File: config.mk
export PLATFORM = sky130hd
export DESIGN_NAME = matrix_dot_sequencer
export DESIGN_NICKNAME = d
export VERILOG_FILES = /design/src/rtl/matrix_dot_sequencer.sv
export SDC_FILE = /design/constraint.sdc
export NUM_CORES = 1
export LEC_CHECK = 0
export ABC_AREA = 0
export CAP_MARGIN = 20
export CORE_AREA = 2 2 261 263
export CTS_CLUSTER_SIZE = 24
export DETAILED_ROUTE_END_ITERATION = 7
export DIE_AREA = 0 0 263 265
export SETUP_SLACK_MARGIN = 0.3
export SKIP_LAST_GASP = 1
export SLEW_MARGIN = 20
export SYNTH_ARGS = -nofsm -noshare
export SYNTH_HDL_FRONTEND = slang
export SYNTH_SLANG_ARGS = --single-unit
File: constraint.sdc
create_clock -name Clk -period 5.6 [get_ports Clk]
set_clock_uncertainty 0.2 [all_clocks]
set_input_delay 1.12 -clock Clk [delete_from_list [all_inputs] [get_ports Clk]]
set_output_delay 1.12 -clock Clk [all_outputs]
set_load 0.1 [all_outputs]
File: src/rtl/matrix_dot_sequencer.sv
// Sequencer that streams PORTS-wide operand groups through a lane multiplier/adder
// accelerator, reduces the lane sums and returns one dot-product result per command.
module matrix_dot_sequencer #(
    parameter int PORTS   = 4,
    parameter int BITLEN  = 32,
    parameter int LEN_W   = 5,
    parameter int TIMEOUT = 255
) (
    input  logic                      Clk,
    input  logic                      Rst,
    // cmd, op and res channels are valid/ready: a transfer happens on a rising edge
    // where both are high; the valid side holds its payload stable until then.
    input  logic                      cmd_valid,
    output logic                      cmd_ready,
    input  logic [LEN_W-1:0]          cmd_len,
    input  logic                      op_valid,
    output logic                      op_ready,
    input  logic [PORTS*BITLEN-1:0]   a_data,
    input  logic [PORTS*BITLEN-1:0]   b_data,
    output logic [PORTS*BITLEN-1:0]   multiplier_input,
    output logic [PORTS*BITLEN-1:0]   multiplicand_input,
    output logic [PORTS-1:0]          mStart,
    input  logic [PORTS-1:0]          mReady,
    output logic [PORTS-1:0]          Add,
    output logic                      direct,
    output logic                      finalAdd,
    input  logic [2*BITLEN-1:0]       finalAccumulate,
    input  logic                      finalReady,
    output logic                      acc_clr,
    output logic                      res_valid,
    input  logic                      res_ready,
    output logic [2*BITLEN-1:0]       res_data,
    output logic                      res_err,
    output logic                      busy,
    output logic [3:0]                dbg_state
);

    localparam logic [3:0] IDLE       = 4'd0;
    localparam logic [3:0] CLEAR      = 4'd1;
    localparam logic [3:0] LOAD       = 4'd2;
    localparam logic [3:0] MULT       = 4'd3;
    localparam logic [3:0] ACCUM      = 4'd4;
    localparam logic [3:0] REDUCE     = 4'd5;
    localparam logic [3:0] WAIT_FINAL = 4'd6;
    localparam logic [3:0] SETTLE     = 4'd7;
    localparam logic [3:0] OUT        = 4'd8;

    localparam int WAIT_W = $clog2(TIMEOUT + 1);
    localparam int RED_W  = $clog2(PORTS + 1);
    localparam logic [WAIT_W-1:0] TIMEOUT_V = WAIT_W'(TIMEOUT);
    localparam logic [RED_W-1:0]  RED_LAST  = RED_W'(PORTS - 1);

    logic [3:0]        state;
    logic [3:0]        next_state;
    logic [LEN_W-1:0]  remaining;
    logic [WAIT_W-1:0] wait_cnt;
    logic [RED_W-1:0]  reduce_cnt;
    logic              mult_first;
    logic              wait_expired;

    assign direct       = 1'b1;
    assign dbg_state    = state;
    assign wait_expired = (wait_cnt == TIMEOUT_V);

    always_comb begin
        next_state = state;
        case (state)
            IDLE: begin
                if (cmd_valid) begin
                    next_state = (cmd_len != '0) ? CLEAR : OUT;
                end
            end
            CLEAR: next_state = LOAD;
            LOAD: begin
                if (op_valid) begin
                    next_state = MULT;
                end
            end
            MULT: begin
                // mReady may still be high from the previous group on the start cycle.
                if (!mult_first) begin
                    if (&mReady) begin
                        next_state = ACCUM;
                    end else if (wait_expired) begin
                        next_state = OUT;
                    end
                end
            end
            ACCUM: next_state = (remaining == LEN_W'(1)) ? REDUCE : LOAD;
            REDUCE: begin
                if (reduce_cnt == RED_LAST) begin
                    next_state = WAIT_FINAL;
                end
            end
            WAIT_FINAL: begin
                if (finalReady) begin
                    next_state = SETTLE;
                end else if (wait_expired) begin
                    next_state = OUT;
                end
            end
            SETTLE: next_state = OUT;
            OUT: begin
                if (res_ready) begin
                    next_state = IDLE;
                end
            end
            default: next_state = IDLE;
        endcase
    end

    // Strobes are registered from next_state so they line up with the state they belong to.
    always_ff @(posedge Clk or negedge Rst) begin
        if (!Rst) begin
            state              <= IDLE;
            cmd_ready          <= 1'b0;
            op_ready           <= 1'b0;
            acc_clr            <= 1'b0;
            mStart             <= '0;
            mult_first         <= 1'b0;
            Add                <= '0;
            finalAdd           <= 1'b0;
            res_valid          <= 1'b0;
            busy               <= 1'b0;
        end else begin
            state              <= next_state;
            cmd_ready          <= (next_state == IDLE);
            op_ready           <= (next_state == LOAD);
            acc_clr            <= (next_state == CLEAR);
            mStart             <= {PORTS{(next_state == MULT) && (state != MULT)}};
            mult_first         <= (next_state == MULT) && (state != MULT);
            Add                <= {PORTS{next_state == ACCUM}};
            finalAdd           <= (next_state == REDUCE);
            res_valid          <= (next_state == OUT);
            busy               <= (next_state != IDLE);
        end
    end

    always_ff @(posedge Clk or negedge Rst) begin
        if (!Rst) begin
            remaining          <= '0;
            wait_cnt           <= '0;
            reduce_cnt         <= '0;
            multiplier_input   <= '0;
            multiplicand_input <= '0;
            res_data           <= '0;
            res_err            <= 1'b0;
        end else begin
            case (state)
                IDLE: begin
                    if (cmd_valid) begin
                        remaining <= cmd_len;
                        if (cmd_len == '0) begin
                            res_data <= '0;
                            res_err  <= 1'b0;
                        end
                    end
                end
                LOAD: begin
                    if (op_valid) begin
                        multiplier_input   <= a_data;
                        multiplicand_input <= b_data;
                    end
                end
                MULT: begin
                    if (mult_first) begin
                        wait_cnt <= WAIT_W'(1);
                    end else if (!(&mReady)) begin
                        if (wait_expired) begin
                            res_data <= '0;
                            res_err  <= 1'b1;
                        end else begin
                            wait_cnt <= wait_cnt + WAIT_W'(1);
                        end
                    end
                end
                ACCUM: begin
                    remaining  <= remaining - LEN_W'(1);
                    reduce_cnt <= '0;
                end
                REDUCE: begin
                    if (reduce_cnt == RED_LAST) begin
                        wait_cnt <= WAIT_W'(1);
                    end else begin
                        reduce_cnt <= reduce_cnt + RED_W'(1);
                    end
                end
                WAIT_FINAL: begin
                    if (!finalReady) begin
                        if (wait_expired) begin
                            res_data <= '0;
                            res_err  <= 1'b1;
                        end else begin
                            wait_cnt <= wait_cnt + WAIT_W'(1);
                        end
                    end
                end
                SETTLE: begin
                    res_data <= finalAccumulate;
                    res_err  <= 1'b0;
                end
                default: ;
            endcase
        end
    end

endmodule

==> results.cfg, run 1 <==
[die]
die_w_um = 263
die_y_um = 265
die-area_mm2 = 0.0697
std_cell_rows = 95
core_mm2 = 0.0668
initial_utilization = 0.202
ioPinCount = 675

[global_route]
gr-total-overflow = 0
grt_use_total = 0.124
grt_max_degree = 100
grt_first_pass_wirelength_mm = 67.5
grt_pass1_vias = 10891
antenna_found_initial = 7

[sta]
grt_setup_unrepaired = no
worst-slew-pin-transition_ns = 1.12
fmaxAchievable_ghz = 0.260
fin_crit_ns = 3.85
setup_ws_ns = 1.75
max_slew_margin = 0.254
hold_violations = 0
finalSetupTns_ns = 0
maxSlewViolCount = 0
finalCritPeriodShare = 0.688
final-setup-viol-count = 0

[detailed_routing]
vias = 10057
drtAntennaViolNets = 0
vias_per_cell = 4.09
drtIter0Drc = 433
firstDrtPassIters = 4
drc_errors = 0
detail_route.wl_per_cell_um = 18.3
routed_wl_mm = 44.9

[clock_network]
h-tree-depth = 2
clkSinkCount = 349
cts_setup_buffers = 0
cts_root_buffer = clkbuf_16
cts_made_buffers = 44
cts_resized = 0
cts_tree = yes
clk-insertion-delay-late_ns = 0.55
ctsHoldBuffers = 0
clk_pin_slew_ns = 0.06
clk_path_buf_depth = 3

[finish]
layout_commonest_cell = clkdlybuf4s50_1
layout.area.seq_mm2 = 0.00873
fillCellCount = 6475
area_growth_pct = 68.8
multiInputGateArea_mm2 = 0.00443
nets = 1889
most-common-layout-cells = 670 x clkdlybuf4s50_1, 349 x dfrtp_1, 257 x mux2_2
post-route-util = 0.341
final_layout_size_suffix_gt1_frac = 0.235

[critical_path]
crit_required_ns = 4.28
start_kind = flop
crit_family = buffers and inverters
critPathBufInv = 1
path_depth = 1
slowest_delay_ns = 1.27
r2r_cells = 4
critPathKind = reg2out
cp_cell_sequence = clkdlybuf4s50_1
cpMaxStageDelayCell = clkdlybuf4s50_1
setup.worst_path.end_class = primary output
cp_max_fo = 20
cp.arrival_ns = 2.53

[hold_path]
hold_path.class = reg2reg
min_path_cells = 1

[logic_synthesis]
yosys_warnings = 0
yosys_register_bits = 349
synth.distinct_cells = 57
async_flop_share = 1.00
synthCells = 872
synth_edf_count = 0
ys.flop_type = dfrtp_1
ys_seq_area_frac = 0.647
syn-num-nets = 1212
syn-cell-area_mm2 = 0.0135
syn_area_per_cell_um2 = 15.5

[placement]
gp_congestion = 0.801
portBuffers = 673
place_hpwl_mm = 33.2
pre_cts_ws_ns = 1.90

[run_status]
status = complete, no violations

[flow_run]
drv_cap = 0
==> state kept, by name, summed over array words and instances, names as in the netlist <==
name / flops
finalAdd: 1
res_err: 1
op_ready: 1
wait_cnt: 8
dbg_state: 4
busy: 1
res_data: 64
multiplier_input: 128
Add: 1
remaining: 5
cmd_ready: 1
acc_clr: 1
multiplicand_input: 128
reduce_cnt: 3
res_valid: 1
mult_first: 1
==> synthesized netlist by cell type (4+ instances only) <==
| master | n | area (um2) |
|---|---|---|
| dfrtp_1 | 349 | 8730 |
| mux2_2 | 257 | 2890 |
| a22o_1 | 65 | 569 |
| buf_2 | 36 | 180 |
| nand2_1 | 21 | 78.8 |
| a21oi_1 | 16 | 80.1 |
| nor2_1 | 11 | 41.3 |
| buf_4 | 9 | 67.6 |
| nand3_1 | 9 | 45.0 |
| o21ai_0 | 9 | 45.0 |
| inv_1 | 7 | 26.3 |
| clkbuf_1 | 6 | 22.5 |
| ha_1 | 5 | 62.6 |
| buf_6 | 4 | 45.0 |
| mux2i_1 | 4 | 40.0 |
| nor4b_1 | 4 | 35.0 |
==> metal layers <==
layer	wire length [um]	vias to the layer above	GRT usage
met3	4490	89	0.0549
met5	69	-	0
met4	1440	10	0.0436
met2	22500	455	0.218
met1	16400	4997	0.132
li1	-	4506	-
==> worst paths after layout <==
| kind | from | end | slack [ns] |
|---|---|---|---|
| max in group asynchronous | Rst | multiplier_input[127]$_DFFE_PN0P_ | 3.69 |
| min in group asynchronous | Rst | res_data[60]$_DFFE_PN0P_ | 0.35 |
| hold reg to reg | res_data[15]$_DFFE_PN0P_ | res_data[15]$_DFFE_PN0P_ | 0.30 |
| setup / recovery | dbg_state[1]$_DFF_PN0_ | dbg_state[1] | 1.75 |
| setup reg to reg | dbg_state[1]$_DFF_PN0_ | multiplier_input[122]$_DFFE_PN0P_ | 2.49 |
| hold / removal | res_data[15]$_DFFE_PN0P_ | res_data[15]$_DFFE_PN0P_ | 0.30 |
==> kinds of logic after synthesis <==
family,count (synthesis),synth area share
other cells,1,0.000278
flops,349,0.647
mux,261,0.217
buf+inv,62,0.0253
fa+ha+maj,5,0.00464
simple gates,75,0.0338
compound gates,119,0.0713
==> final cells by class <==
class	count	area share
clock buffers	60	0.0563
diodes	1	0.000110
multi-input cells	461	0.195
inverters	7	0.00115
clock inverters	20	0.0141
repair buffers	686	0.302
well taps	873	0.0480
flip-flops and latches	349	0.383
==> per-stage QoR <==
step | cells | hold slack, ns | instance area (um2)
after floorplan | 872 | 0.255 | 13500
after global placement | 2376 | 0.270 | 21200
after detailed placement | 2376 | 0.281 | 21200
after CTS | 2456 | 0.300 | 22800
after global routing | 2456 | 0.305 | 22800
final | 2457 | 0.296 | 22800
Power of run 1 is not shown: default switching activity piles up to over one toggle a cycle in this logic, so the estimate is an artifact.
==> run 2, diff against run 1 <==
Settings changed: CORE_AREA 2 2 261 263 to 2 2 265 267, DIE_AREA 0 0 263 265 to 0 0 267 269.
Clock period 5.6 ns to 3.9 ns, I/O delays scaled along.
==> results.cfg, run 2 (same netlist as run 1, synthesis figures left out) <==
[clock_network]
cts_made_buffers = 42
h-tree-depth = 2
cts_root_buffer = clkbuf_16
cts_tree = yes
cts_resized = 0
clk_path_buf_depth = 3
cts_setup_buffers = 0
clkSinkCount = 349
clk-insertion-delay-late_ns = 0.54
clk_pin_slew_ns = 0.06
ctsHoldBuffers = 0

[placement]
portBuffers = 673
place_hpwl_mm = 34.1
gp_congestion = 0.848

[sta]
worst-slew-pin-transition_ns = 1.07
max_slew_margin = 0.284
grt_setup_unrepaired = no
final-setup-viol-count = 0
finalSetupTns_ns = 0
maxSlewViolCount = 0
finalCritPeriodShare = 0.809
hold_violations = 0
fmaxAchievable_ghz = 0.317
fin_crit_ns = 3.15

[die]
die-area_mm2 = 0.0718
core_mm2 = 0.0693
std_cell_rows = 97
initial_utilization = 0.195
ioPinCount = 675
die_y_um = 269
die_w_um = 267

[finish]
reg_top3 = multiplicand_input: 128 flops, multiplier_input: 128 flops, res_data: 64 flops
n_antenna_cell = 0
most-common-layout-cells = 650 x clkdlybuf4s50_1, 349 x dfrtp_1, 257 x mux2_2
fillCellCount = 6836
layout_commonest_cell = clkdlybuf4s50_1
final_layout_size_suffix_gt1_frac = 0.250
area_growth_pct = 68.7
nets = 1901

[detailed_routing]
drc_errors = 0
drtAntennaViolNets = 0
routed_wl_mm = 45.5
detail_route.wl_per_cell_um = 18.0
vias_per_cell = 4.00
drtIter0Drc = 521
firstDrtPassIters = 4
vias = 10131

[run_status]
status = complete, no violations

[critical_path]
critPathBufInv = 1
critPathKind = reg2out
cp_cell_sequence = clkdlybuf4s50_1
crit_family = buffers and inverters
cp_max_fo = 4
slowest_delay_ns = 1.18
start_kind = flop
path_depth = 1
setup.worst_path.end_class = primary output
cp.arrival_ns = 2.17
cpMaxStageDelayCell = clkdlybuf4s50_1
r2r_cells = 5
crit_required_ns = 2.92

[global_route]
gr-total-overflow = 0
grt_first_pass_wirelength_mm = 66.8
antenna_found_initial = 0
grt_pass1_vias = 10937
grt_use_total = 0.120
grt_max_degree = 86

[hold_path]
hold_path.class = in2async

[flow_run]
drv_cap = 0
## run 2: cell types whose count changed in the layout (fill, tap and decap cells not counted)
cell	previous run	this run
buf_4	11	40
clkdlybuf4s50_1	670	650
buf_12	4	9
bufinv_16	8	3
clkbuf_1	5	8
clkbuf_16	45	43
clkinvlp_4	2	0
clkbuf_8	10	9
clkinv_2	6	7
clkinv_4	1	2
diode_2	1	0
inv_6	3	2
## run 2: layout make-up
type / count / area (um2) / share of cell area
Multi-Input combinational cell: 461 / 4430 / 0.195
Timing Repair Buffer: 700 / 7000 / 0.308
Inverter: 7 / 26.3 / 0.00115
Clock inverter: 14 / 160 / 0.00704
Clock buffer: 60 / 1230 / 0.0540
Sequential cell: 349 / 8730 / 0.384
Tap cell: 940 / 1180 / 0.0517
## run 2: final timing paths
kind | start | endpoint | slack [ns]
worst max-delay path | Add[0]$_DFF_PN0_ | Add[1] | 0.75
worst min-delay path | Rst | multiplier_input[121]$_DFFE_PN0P_ | 0.03
worst max register to register | dbg_state[1]$_DFF_PN0_ | multiplier_input[110]$_DFFE_PN0P_ | 1.10
worst min register to register | reduce_cnt[0]$_DFFE_PN0P_ | reduce_cnt[0]$_DFFE_PN0P_ | 0.29
max in group asynchronous | Rst | res_data[6]$_DFFE_PN0P_ | 2.57
min in group Clk | reduce_cnt[0]$_DFFE_PN0P_ | reduce_cnt[0]$_DFFE_PN0P_ | 0.29
## run 2: routing by layer
layer | GRT usage | part of all wire
met1 | 0.135 | 0.37
met5 | 0 | 0
met3 | 0.0396 | 0.086
met2 | 0.213 | 0.51
met4 | 0.0436 | 0.026
## run 2: stage by stage
step | instance area (um2) | cells | setup WS (ns) | hold slack, ns | util
finish | 22800 | 2531 | 0.746 | 0.0344 | 0.328
global route | 22800 | 2531 | 0.694 | 0.0681 | 0.328
CTS | 22800 | 2531 | 0.687 | 0.0443 | 0.328
detailed placement | 21400 | 2457 | 0.717 | 0.281 | 0.308
global placement | 21400 | 2457 | 0.712 | 0.268 | 0.308
floorplan | 13500 | 872 | 1.21 | 0.255 | -
Power of run 2 is left out for the same reason.
==> run 3, diff against run 2 <==
Clock period 3.9 ns to 3.07 ns, I/O delays scaled along.
==> results.cfg, run 3 (same netlist as run 1, synthesis figures left out) <==
[run_status]
status = complete, no violations

[hold_path]
min_to = res_data[0]$_DFFE_PN0P_
min_path_cells = 1
hold_start = res_data[0]$_DFFE_PN0P_
hold_path.class = reg2reg

[die]
core_mm2 = 0.0693
die_w_um = 267
ioPinCount = 675
die_y_um = 269
initial_utilization = 0.195
die-area_mm2 = 0.0718
std_cell_rows = 97

[detailed_routing]
detail_route.wl_per_cell_um = 17.8
vias_per_cell = 3.98
vias = 10141
firstDrtPassIters = 6
drtIter0Drc = 452
drc_errors = 0
drtAntennaViolNets = 0
routed_wl_mm = 45.4

[clock_network]
clk-insertion-delay-late_ns = 0.54
cts_setup_buffers = 0
h-tree-depth = 2
cts_tree = yes
clk_path_buf_depth = 3
cts_root_buffer = clkbuf_16
clk_pin_slew_ns = 0.06
cts_made_buffers = 43
clkSinkCount = 349

[sta]
hold_violations = 0
fin_crit_ns = 2.45
worst-slew-pin-transition_ns = 0.846
finalCritPeriodShare = 0.799
final-setup-viol-count = 0
fmaxAchievable_ghz = 0.408
max_slew_margin = 0.428
grt_setup_unrepaired = no
maxSlewViolCount = 0
finalSetupTns_ns = 0

[global_route]
gr-total-overflow = 0
grt_use_total = 0.119
grt_max_degree = 78
grt_pass1_vias = 10929
antenna_found_initial = 0
grt_first_pass_wirelength_mm = 66.0

[finish]
n_antenna_cell = 0
area_growth_pct = 63.8
finalInstanceArea_mm2 = 0.0221
most-common-layout-cells = 364 x buf_4, 349 x dfrtp_1, 333 x clkdlybuf4s50_1
nets = 1910
layout_commonest_cell = buf_4
final_layout_size_suffix_gt1_frac = 0.452
fillCellCount = 6907
reg_top3 = multiplicand_input: 128 flops, multiplier_input: 128 flops, res_data: 64 flops

[critical_path]
start_kind = flop
r2r_start = dbg_state[0]$_DFF_PN0_
critPathKind = reg2reg
rrSetupSlack_ns = 0.62
setup.worst_path.end_class = flop
r2r_end = busy$_DFF_PN0_
r2r_cells = 6
cp.arrival_ns = 2.66
cp_max_fo = 23
crit_required_ns = 3.28

[placement]
portBuffers = 673
place_hpwl_mm = 34.2
gp_congestion = 0.816
placed_cell_area_mm2 = 0.0206

[flow_run]
drv_cap = 0
[run 3: cell types whose count changed in the layout (fill, tap and decap cells not counted)]
cell,previous run,this run
buf_4,40,364
clkdlybuf4s50_1,650,333
clkinvlp_4,0,2
clkbuf_1,8,9
clkbuf_16,43,44
clkbuf_8,9,10
clkinv_2,7,8
clkinv_8,0,1
dlygate4sd3_1,0,1
inv_6,2,1
[run 3: final cells by class]
class | count | area [um2] | area share
timing repair buffer | 708 | 6270 | 0.284
tap | 940 | 1180 | 0.0532
sequential | 349 | 8730 | 0.395
multi-input combinational | 461 | 4430 | 0.201
clock buffer | 63 | 1270 | 0.0576
inverter | 7 | 26.3 | 0.00119
clock inverter | 17 | 188 | 0.00849
[run 3: repair_timing]
action,4_1_cts,5_1_grt
resized for setup,0,0
hold endpoints to repair,42,0
hold buffers,1,0
[run 3: worst max-delay path by stage]
stage / cells after the start / to / slack (ns) / from
after floorplan: 7 / multiplicand_input[106]$_DFFE_PN0P_ / 0.38 / dbg_state[1]$_DFF_PN0_
after global placement: 7 / res_data[34]$_DFFE_PN0P_ / 0.20 / cmd_len[0]
after detailed placement: 7 / res_data[63]$_DFFE_PN0P_ / 0.20 / cmd_len[0]
after CTS: 1 / dbg_state[0] / 0.57 / dbg_state[0]$_DFF_PN0_
after global routing: 6 / busy$_DFF_PN0_ / 0.43 / dbg_state[3]$_DFF_PN0_
final: 6 / busy$_DFF_PN0_ / 0.62 / dbg_state[0]$_DFF_PN0_
[run 3: metrics by stage]
stage	hold slack, ns	worst slack (ns)	utilization	cells
after floorplan	0.118	0.382	-	872
after global placement	0.271	0.199	0.298	2464
after detailed placement	0.283	0.200	0.298	2464
after CTS	0.303	0.574	0.319	2545
after global routing	0.318	0.432	0.319	2545
final	0.299	0.618	0.319	2545
[run 3: critical path, cell delays in order, from the launching register on]
cell      delay (ns)
dfrtp_1         0.68
nor2b_4         0.11
and3_4          0.30
buf_12          0.21
a211oi_2        0.22
nand2_1         0.12
or4_1           0.47
[run 3: layer usage]
metal  track usage  up-vias  part of all wire
met2         0.207      464              0.51
met4        0.0459        0             0.030
met5             0        -                 0
li1              -     4565                 -
met3        0.0394       74             0.085
met1         0.134     5038              0.38
Power of run 3 is left out for the same reason.
